## config.mk

```make
export PLATFORM = sky130hd
export DESIGN_NAME = ema_burst_gen
export DESIGN_NICKNAME = d
export VERILOG_FILES = /design/src/rtl/ema_pkg.sv /design/src/rtl/ema_trig_sync.sv /design/src/rtl/ema_burst_gen.sv
export SDC_FILE = /design/constraint.sdc
export NUM_CORES = 1
export LEC_CHECK = 0
export ABC_CLOCK_PERIOD_IN_PS = 2300
export CAP_MARGIN = 0
export CORE_AREA = 2 2 67 69
export CTS_BUF_LIST = sky130_fd_sc_hd__clkbuf_4 sky130_fd_sc_hd__clkbuf_8
export DETAILED_ROUTE_END_ITERATION = 12
export DIE_AREA = 0 0 69 71
export GPL_TIMING_DRIVEN = 1
export HOLD_SLACK_MARGIN = 0.05
export PLACE_DENSITY = 0.54
export SLEW_MARGIN = 20
export SYNTH_ARGS = -nofsm -noshare
export SYNTH_HDL_FRONTEND = slang
export SYNTH_SLANG_ARGS = --single-unit
```

## constraint.sdc

```tcl
create_clock -name CLK_0 -period 2.3 [get_ports CLK_0]
set_clock_uncertainty 0.1 [all_clocks]
set_input_delay 0.69 -clock CLK_0 [delete_from_list [all_inputs] [get_ports CLK_0]]
set_output_delay 0.69 -clock CLK_0 [all_outputs]
set_load 0.02 [all_outputs]
```

## src/rtl/ema_pkg.sv

```systemverilog
// Shared types, default timing and sizing helpers for the EMA burst excitation source.
package ema_pkg;

    typedef enum logic [2:0] {
        ST_IDLE    = 3'd0,
        ST_P_ON    = 3'd1,
        ST_DEAD_PN = 3'd2,
        ST_N_ON    = 3'd3,
        ST_DEAD_NP = 3'd4
    } ema_state_e;

    localparam int CLK_HZ          = 20_000_000;
    localparam int DEF_HALF_PERIOD = 10;     // 1 MHz excitation at CLK_HZ
    localparam int DEF_DEAD_TIME   = 2;
    localparam int DEF_NUM_PERIODS = 4;
    localparam int DEF_REP_PERIOD  = 20_000; // 1 kHz burst repetition at CLK_HZ

    // Bits needed for a counter running 0..bound-1, never less than one bit.
    function automatic int cnt_width(input int bound);
        return (bound <= 2) ? 1 : $clog2(bound);
    endfunction

endpackage

```

## src/rtl/ema_trig_sync.sv

```systemverilog
// Two-flop synchronizer for an asynchronous board input, followed by a registered
// rising-edge detector that emits a single-cycle pulse.
module ema_trig_sync (
    input  logic clk_i,
    input  logic rst_i,
    input  logic async_i,
    output logic rise_o
);

    logic meta_q;
    logic sync_q;
    logic prev_q;
    logic rise_q;

    always_ff @(posedge clk_i or posedge rst_i) begin
        if (rst_i) begin
            meta_q <= 1'b0;
            sync_q <= 1'b0;
            prev_q <= 1'b0;
            rise_q <= 1'b0;
        end else begin
            // NOTE: non-blocking assignments keep each stage one clock behind the previous one.
            meta_q <= async_i;
            sync_q <= meta_q;
            prev_q <= sync_q;
            rise_q <= sync_q & ~prev_q;
        end
    end

    assign rise_o = rise_q;

endmodule

```

## src/rtl/ema_burst_gen.sv

```systemverilog
// Burst excitation source for the EMA H-bridge: NUM_PERIODS complementary periods with
// dead time, started by an internal repetition timer or a synchronized external trigger.
module ema_burst_gen
    import ema_pkg::*;
#(
    parameter int HALF_PERIOD = DEF_HALF_PERIOD,
    parameter int DEAD_TIME   = DEF_DEAD_TIME,
    parameter int NUM_PERIODS = DEF_NUM_PERIODS,
    parameter int REP_PERIOD  = DEF_REP_PERIOD
) (
    input  logic CLK_0,
    input  logic RST,
    input  logic ENABLE,
    input  logic EXT_MODE,
    input  logic TRIG,
    output logic EMA_PULSE_P,
    output logic EMA_PULSE_N,
    output logic BUSY,
    output logic BURST_DONE,
    output logic TRIG_MISS
);

    localparam int ON_CYCLES = HALF_PERIOD - DEAD_TIME;
    localparam int PH_W      = cnt_width(HALF_PERIOD);
    localparam int PER_W     = cnt_width(NUM_PERIODS);
    localparam int REP_W     = cnt_width(REP_PERIOD);

    localparam logic [PH_W-1:0]  ON_LAST   = PH_W'(ON_CYCLES - 1);
    localparam logic [PH_W-1:0]  DEAD_LAST = PH_W'(DEAD_TIME - 1);
    localparam logic [PER_W-1:0] PER_LAST  = PER_W'(NUM_PERIODS - 1);
    localparam logic [REP_W-1:0] REP_LAST  = REP_W'(REP_PERIOD - 1);

    generate
        if (DEAD_TIME < 1 || DEAD_TIME >= HALF_PERIOD || NUM_PERIODS < 1 ||
            REP_PERIOD <= 2 * HALF_PERIOD * NUM_PERIODS) begin : g_bad_params
            $error("ema_burst_gen: illegal HALF_PERIOD/DEAD_TIME/NUM_PERIODS/REP_PERIOD");
        end
    endgenerate

    logic trig_rise;

    ema_trig_sync u_trig_sync (
        .clk_i   (CLK_0),
        .rst_i   (RST),
        .async_i (TRIG),
        .rise_o  (trig_rise)
    );

    ema_state_e       state_q, state_d;
    logic [PH_W-1:0]  phase_q, phase_d;
    logic [PER_W-1:0] period_q, period_d;
    logic [REP_W-1:0] rep_cnt_q, rep_cnt_d;
    logic             done_d;
    logic             start_req;
    logic             pulse_p_q, pulse_n_q, busy_q, done_q, miss_q;

    // Repetition timer only free-runs in internal mode with the block enabled.
    always_comb begin
        rep_cnt_d = rep_cnt_q + 1'b1;
        if (!ENABLE || EXT_MODE || rep_cnt_q == REP_LAST) begin
            rep_cnt_d = '0;
        end
    end

    assign start_req = ENABLE && (EXT_MODE ? trig_rise : (rep_cnt_q == REP_LAST));

    always_comb begin
        // NOTE: every always_comb output gets a default first, so no latch can be inferred.
        state_d  = state_q;
        phase_d  = phase_q + 1'b1;
        period_d = period_q;
        done_d   = 1'b0;
        if (state_q != ST_IDLE && !ENABLE) begin
            state_d  = ST_IDLE;
            phase_d  = '0;
            period_d = '0;
        end else begin
            case (state_q)
                ST_IDLE: begin
                    phase_d = '0;
                    if (start_req) begin
                        state_d = ST_P_ON;
                    end
                end
                ST_P_ON: begin
                    if (phase_q == ON_LAST) begin
                        state_d = ST_DEAD_PN;
                        phase_d = '0;
                    end
                end
                ST_DEAD_PN: begin
                    if (phase_q == DEAD_LAST) begin
                        state_d = ST_N_ON;
                        phase_d = '0;
                    end
                end
                ST_N_ON: begin
                    if (phase_q == ON_LAST) begin
                        state_d = ST_DEAD_NP;
                        phase_d = '0;
                    end
                end
                ST_DEAD_NP: begin
                    if (phase_q == DEAD_LAST) begin
                        phase_d = '0;
                        if (period_q == PER_LAST) begin
                            state_d  = ST_IDLE;
                            period_d = '0;
                            done_d   = 1'b1;
                        end else begin
                            state_d  = ST_P_ON;
                            period_d = period_q + 1'b1;
                        end
                    end
                end
                default: begin
                    state_d  = ST_IDLE;
                    phase_d  = '0;
                    period_d = '0;
                end
            endcase
        end
    end

    always_ff @(posedge CLK_0 or posedge RST) begin
        if (RST) begin
            state_q   <= ST_IDLE;
            phase_q   <= '0;
            period_q  <= '0;
            rep_cnt_q <= '0;
            pulse_p_q <= 1'b0;
            pulse_n_q <= 1'b0;
            busy_q    <= 1'b0;
            done_q    <= 1'b0;
            miss_q    <= 1'b0;
        end else begin
            state_q   <= state_d;
            phase_q   <= phase_d;
            period_q  <= period_d;
            rep_cnt_q <= rep_cnt_d;
            // Legs decode the next state, so they switch on the same edge as the state and
            // can never both be high.
            pulse_p_q <= (state_d == ST_P_ON);
            pulse_n_q <= (state_d == ST_N_ON);
            busy_q    <= (state_d != ST_IDLE);
            done_q    <= done_d;
            miss_q    <= start_req && (state_q != ST_IDLE);
        end
    end

    assign EMA_PULSE_P = pulse_p_q;
    assign EMA_PULSE_N = pulse_n_q;
    assign BUSY        = busy_q;
    assign BURST_DONE  = done_q;
    assign TRIG_MISS   = miss_q;

endmodule

```

# [Word-level counts from Yosys, hierarchy flattened]
# Index checks and enable logic that the tools add are counted.
[classes] add_sub_neg=3 n_mul=0 n_div=0 order_cmp=0 n_eq_ne=12 shifts=0 muxes=22 bitwise_logic=2 reduce_logical=13
[ops] cell="$mux 3" n=6
[ops] cell="$add 15x1->15 const B" n=1
[ops] cell="$eq 15x15->1 const B" n=1
[ops] cell="$mux 15" n=1
[ops] cell="$pmux 3 s5" n=1
[ops] cell="$mux 4" n=3
[ops] cell="$eq 3x2->1 const B" n=3
[ops] cell="$pmux 4 s2" n=1
[ops] cell="$eq 3x1->1 const B" n=2
[ops] cell="$mux 1" n=6
[ops] cell="$mux 2" n=3
[ops] cell="$reduce_bool 3->1" n=2
[ops] cell="$add 4x1->4 const B" n=1
[ops] cell="$eq 4x1->1 const B" n=1
[ops] cell="$eq 4x3->1 const B" n=1
[ops] cell="$pmux 2 s2" n=1
[ops] cell="$reduce_or 2->1" n=2
[ops] cell="$reduce_or 4->1" n=1
[ops] cell="$eq 3x3->1 const B" n=1
[ops] cell="$logic_and 1x1->1" n=3
[ops] cell="$logic_not 3->1" n=1
[ops] cell="$ne 3x3->1 const B" n=1
[ops] cell="$add 2x1->2 const B" n=1
[ops] cell="$eq 2x2->1 const B" n=1
[ops] cell="6 further kinds" n=7
[totals] reg_bits=33 latch_bits=0 mem_bits_rw=0 romBits=0 inputBits=5 output_inout_bits=5 word_cells=65 n_memories=0

# [Logic depth before layout (Yosys ltp)]
[logic_depth] depth_word=7 depth_mapped=7 depth_no_buf=6

# [Hierarchy]
# Synthesis repeated with hierarchy kept, for this count alone.
[hier_totals] hier_cells=156 area_unflattened_um2=1627.8
[modules_own_cells] mod="ema_burst_gen" instances=1 cells_per_inst=150 area_per_inst_um2=1510.2 seq_area_each_um2=725.7
[modules_own_cells] mod="ema_trig_sync" instances=1 cells_per_inst=6 area_per_inst_um2=117.6 seq_area_each_um2=100.1

# [Worst setup path after synthesis]
# Ideal clock, no wire load.
[synth_timing] kind="input-to-reg" startpoint="in EXT_MODE" endpoint="reg pulse_p_q (netlist: EMA_PULSE_P)" setup_ns=0.073 t_arrival_ns=1.636 required_ns=2.127 path_slack_ns=0.490 path_stages=4 n_path_buf=0 path_cell_list="nor4b_1 > nand4_1 > a2111o_1 > a21oi_2"
[synth_via] elab_chain_len=6
[synth_lines] element="start: declaration" line_no="ema_burst_gen.sv:14" text="input logic EXT_MODE,"
[synth_lines] element="$mux 1" line_no="ema_burst_gen.sv:65" text="assign start_req = ENABLE && (EXT_MODE ? trig_rise : (rep_cnt_q == REP_LAST));"
[synth_lines] element="$logic_and 1x1->1" line_no="ema_burst_gen.sv:65"
[synth_lines] element="$mux 3" line_no="ema_burst_gen.sv:81" text="if (start_req) begin"
[synth_lines] element="$pmux 3 s5" line_no="ema_burst_gen.sv:78" text="case (state_q)"
[synth_lines] element="$mux 3" line_no="ema_burst_gen.sv:73" text="if (state_q != ST_IDLE && !ENABLE) begin"
[synth_lines] element="$eq 3x1->1" line_no="ema_burst_gen.sv:143" text="pulse_p_q <= (state_d == ST_P_ON);"
[synth_lines] element="end signal: assignment" line_no="ema_burst_gen.sv:143"
[synth_lines] element="end: declaration" line_no="ema_burst_gen.sv:55" text="logic pulse_p_q, pulse_n_q, busy_q, done_q, miss_q;"
# Every way passes these cells.
# A chain may end at the register's enable or synchronous reset.

# [Worst setup path in the final report]
[layout_timing] startpoint="reg busy_q (netlist: BUSY)" endpoint="out BUSY"
[layout_lines] element="start: declaration" line_no="ema_burst_gen.sv:55"
[layout_lines] element="start signal: assignment" line_no="ema_burst_gen.sv:145" text="busy_q <= (state_d != ST_IDLE);"
[layout_lines] element="end: declaration" line_no="ema_burst_gen.sv:18" text="output logic BUSY,"
# No word-level cell between the ends.

==> reports/summary.txt <==
YOSYS
----------------------------------------------------------------------------------
Xor/xnor cell area share of the yosys netlist                                8.06%
Dominant combinational cell family by area after synthesis            simple AND/OR/NAND/NOR gates
Number of enable-type register cells in the synthesized netlist                  0
Fraction of the mapped netlist area in compound gates                        8.45%
Fraction of post-synthesis cell area in the top cell type by area            50.7%
Synth cell types                                                                40
Largest area contributor in the netlist                               sky130_fd_sc_hd__dfrtp_1
Seq/Total Area, Yosys                                                        50.7%
Asr flop ratio synth                                                          100%
Cell area after synthesis                                               1630 sq um
Syn Inst Count                                                                 159
Top flip-flop cell by instance count after synthesis                  sky130_fd_sc_hd__dfrtp_1
Area contributors post-synth                                          sky130_fd_sc_hd__dfrtp_1, sky130_fd_sc_hd__xnor2_1, sky130_fd_sc_hd__nor2_1
Count of synthesis-stage warnings from yosys                                     0
Share of cell area taken by muxes after synthesis                               0%
Area share of and/or/nand/nor cells after synthesis                          24.8%
Adder-cell share of the synthesized area                                     3.07%
Post-Synthesis Net Count                                                       168
Synth Register Bits                                                             33
Syn Area/Cell                                                           10.2 sq um

WORST HOLD PATH
----------------------------------------------------------------------------------
Endpoint of the worst hold path                                       u_trig_sync.sync_q$_DFF_PP0_
Number of cells traversed by the worst hold path                                 0
Hold Path Origin                                                      u_trig_sync.meta_q$_DFF_PP0_
Path category of the worst min-delay check                              reg -> reg

TIMING
----------------------------------------------------------------------------------
RSZ-0062 raised after global routing                                         false
Slack of the critical path                                                0.282 ns
Worst rel slew slack                                                         58.7%
Tcrit/Tclk final                                                             87.7%
Number of setup violations in the final report                                   0
Final-report hold violation count                                                0
Worst hold slack across all endpoints                                     0.263 ns
Post-route minimum period                                                  2.02 ns
Sum of negative setup slack                                                   0 ns
Least-Margin Pin Slew                                                     0.614 ns
Max Slew Vio Count                                                               0
Upper clock frequency limit                                              0.496 GHz

SETUP PATH
----------------------------------------------------------------------------------
Arrival time worst endpoint                                                1.23 ns
Classification of the worst setup path                                  reg -> out
Data required time at the worst endpoint                                   1.51 ns
Crit end category                                                       output pin
Setup crit start kind                                                    flip-flop
CP Buf/Inv Count                                                                 1
Worst reg2reg setup slack                                                  0.39 ns
Critical path fanouts, max                                                       1
Top cell family by delay on the critical path                         buffers and inverters
Highest-delay cell along the critical path                            sky130_fd_sc_hd__clkdlybuf4s50_1
Beginning of the worst register-to-register path                      rep_cnt_q[0]$_DFF_PP0_
End of the worst register-to-register path                            EMA_PULSE_P$_DFF_PP0_
Depth of the worst register-to-register path                                     5
Crit path cell chain                                                  clkdlybuf4s50_1
Largest stage delay on the critical path                                   0.60 ns

FLOORPLANNING
----------------------------------------------------------------------------------
Number of rows created at floorplan                                             24
Die area                                                                4900 sq um
Vert. Die Dim                                                           71 microns
Width of the die                                                        69 microns
Boundary Pins                                                                   10
Initial Util                                                                 38.7%
Core Footprint                                                          4200 sq um

CLOCK TREE
----------------------------------------------------------------------------------
H-tree depth reported by CTS                                                     2
Quantity of gates resized following cts                                          0
Clock buffer count from CTS                                                      5
CTS tree                                                                      done
Max clock buf depth                                                              2
Sinks on Clock Net                                                              33
Clock latency on the worst-skew pair                                       0.28 ns
Post-CTS Hold Fix Bufs                                                           0
CTS Root Cell                                                         sky130_fd_sc_hd__clkbuf_8
Number of post-CTS setup repair buffers                                          0
Clock-pin slew on the worst setup and hold paths                           0.07 ns

PLACED DESIGN
----------------------------------------------------------------------------------
Post-DP Area                                                            1780 sq um
Placement-stage worst setup slack                                       -0.0270 ns
Post-detail-place hpwl                                                2120 microns
Buffers added on ports                                                           9
Routability Congestion                                                       0.793

POWER AND IR DROP
----------------------------------------------------------------------------------
Cell Pwr Density                                                       781 nW/um^2
Worst vdd ir                                                              0.392 mV
P_leak                                                                    0.796 nW
Portion of total power attributed to the clock network                       38.9%
Total net switching power                                                 0.380 mW
Register share of total power                                                45.1%
Combinational Power Share                                                    16.0%
Net switching fraction of the power                                          25.7%
Internal                                                                   1.10 mW

GRT
----------------------------------------------------------------------------------
Global-route wire length before repair                                5310 microns
Antenna violations before repair                                                 0
Pin count of the biggest net entering global routing                            34
Residual overflow from global routing                                            0
Global Route Usage Sum                                                       13.9%
Number of global-route vias before repair                                    1,134

ROUTING
----------------------------------------------------------------------------------
Via density                                                                   5.01
Total routed wirelength                                               2960 microns
Detailed-router iteration count before antenna repair                            4
Routed len/inst                                                       13.1 microns
Total number of vias                                                         1,132
Final routed DRC violation total                                                 0
Number of DRC markers in iteration 0                                            42
Number of routed nets with antenna violations                                    0

OUTCOME
----------------------------------------------------------------------------------
Status                                                                finished, final reports clean

FINISH
----------------------------------------------------------------------------------
Utilization of the core after routing                                        45.2%
Number of antenna diodes                                                         0
Final Net Count                                                                182
Cell area after layout                                                  1900 sq um
Synthesis-to-layout area growth                                              16.6%
Share of final-layout standard cells stronger than drive strength 1          10.3%

JOB
----------------------------------------------------------------------------------
Max-cap violation count                                                          0

-- cell type report --
cell class                 count  area (sq um)
clock buffer                   7          90.1
sequential                    33           826
tap                           52          65.1
inverter                       8          30.0
fill                         422          2300
clock inverter                 1          30.0
timing repair buffer          15           135
multi-input combinational    110           723
-- sequential cells by signal, summed over array words and instances, names as in the netlist, 2 cells and up --
| signal | flops |
|---|---|
| period_q | 2 |
| phase_q | 4 |
| rep_cnt_q | 15 |
| state_q | 3 |
-- cell usage in the layout, fill, tap and decap left out, drive strengths merged, types with 2 or more instances in the layout --
| cell | count |
|---|---|
| o31ai | 2 |
| xnor2 | 9 |
| nor4 | 4 |
| xor2 | 6 |
| a21oi | 6 |
| and3 | 2 |
| dfrtp | 33 |
| nand3 | 7 |
| nor2 | 20 |
| buf | 6 |
| clkdlybuf4s50 | 9 |
| nand4 | 8 |
| clkbuf | 7 |
| nand3b | 3 |
| nor3b | 4 |
| o21a | 2 |
| nor3 | 4 |
| ha | 4 |
| inv | 8 |
| nand2 | 9 |
| nor2b | 3 |
| or3b | 2 |
| o21ai | 2 |
-- Yosys cell counts, types with 2 or more instances --
master / count
sky130_fd_sc_hd__a21oi_1: 5
sky130_fd_sc_hd__and3_1: 2
sky130_fd_sc_hd__buf_2: 3
sky130_fd_sc_hd__buf_6: 2
sky130_fd_sc_hd__clkbuf_1: 2
sky130_fd_sc_hd__dfrtp_1: 33
sky130_fd_sc_hd__ha_1: 4
sky130_fd_sc_hd__inv_1: 8
sky130_fd_sc_hd__nand2_1: 9
sky130_fd_sc_hd__nand3_1: 7
sky130_fd_sc_hd__nand3b_1: 3
sky130_fd_sc_hd__nand4_1: 8
sky130_fd_sc_hd__nor2_1: 20
sky130_fd_sc_hd__nor2b_1: 3
sky130_fd_sc_hd__nor3_1: 4
sky130_fd_sc_hd__nor3b_1: 4
sky130_fd_sc_hd__nor4_1: 3
sky130_fd_sc_hd__o21a_1: 2
sky130_fd_sc_hd__o21ai_0: 2
sky130_fd_sc_hd__o31ai_1: 2
sky130_fd_sc_hd__xnor2_1: 9
sky130_fd_sc_hd__xor2_1: 6
-- power by group through the flow --
stage | clock network (mW) | registers, mW | logic, mW
floorplan | 0 | 0.676 | 0.159
global placement | 0 | 0.679 | 0.235
detailed placement | 0 | 0.678 | 0.241
CTS | 0.595 | 0.667 | 0.242
global route | 0.628 | 0.680 | 0.265
finish | 0.577 | 0.668 | 0.237
-- stage by stage --
step | total power, mW | cells
after floorplan | 0.834 | 159
after global placement | 0.914 | 218
after detailed placement | 0.919 | 218
after CTS | 1.50 | 226
after global routing | 1.57 | 226
final | 1.48 | 226
-- logic make-up after synthesis --
group	after synthesis
xor+xnor	15
flops	33
fa+ha+maj	4
buf+inv	16
compound gates	19
simple gates	72
-- how the worst max path moves through the flow --
stage | startpoint | to | slack (ns) | cells after the start
after floorplan | EXT_MODE | EMA_PULSE_P$_DFF_PP0_ | 0.49 | 4
after global placement | EXT_MODE | EMA_PULSE_P$_DFF_PP0_ | -0.01 | 5
after detailed placement | EXT_MODE | EMA_PULSE_P$_DFF_PP0_ | -0.03 | 5
after CTS | EXT_MODE | EMA_PULSE_P$_DFF_PP0_ | 0.27 | 5
after global routing | EXT_MODE | EMA_PULSE_P$_DFF_PP0_ | 0.18 | 5
final | BUSY$_DFF_PP0_ | BUSY | 0.28 | 1
-- layer usage --
metal	global-route usage [%]	routed length [microns]	vias up
met3	4.56	106	5
met2	22.2	1430	14
met5	0	0	-
met4	6.54	63	0
li1	-	-	579
met1	17.0	1360	534
-- worst register-to-register path: stages, from the launching register on --
cell and delay (ns):
sky130_fd_sc_hd__dfrtp_1 0.39, sky130_fd_sc_hd__ha_1 0.22, sky130_fd_sc_hd__and4_1 0.36, sky130_fd_sc_hd__nand4_1 0.15
sky130_fd_sc_hd__a2111o_1 0.48, sky130_fd_sc_hd__a21oi_2 0.15
No activity file was read; power rests on OpenSTA's default activity.
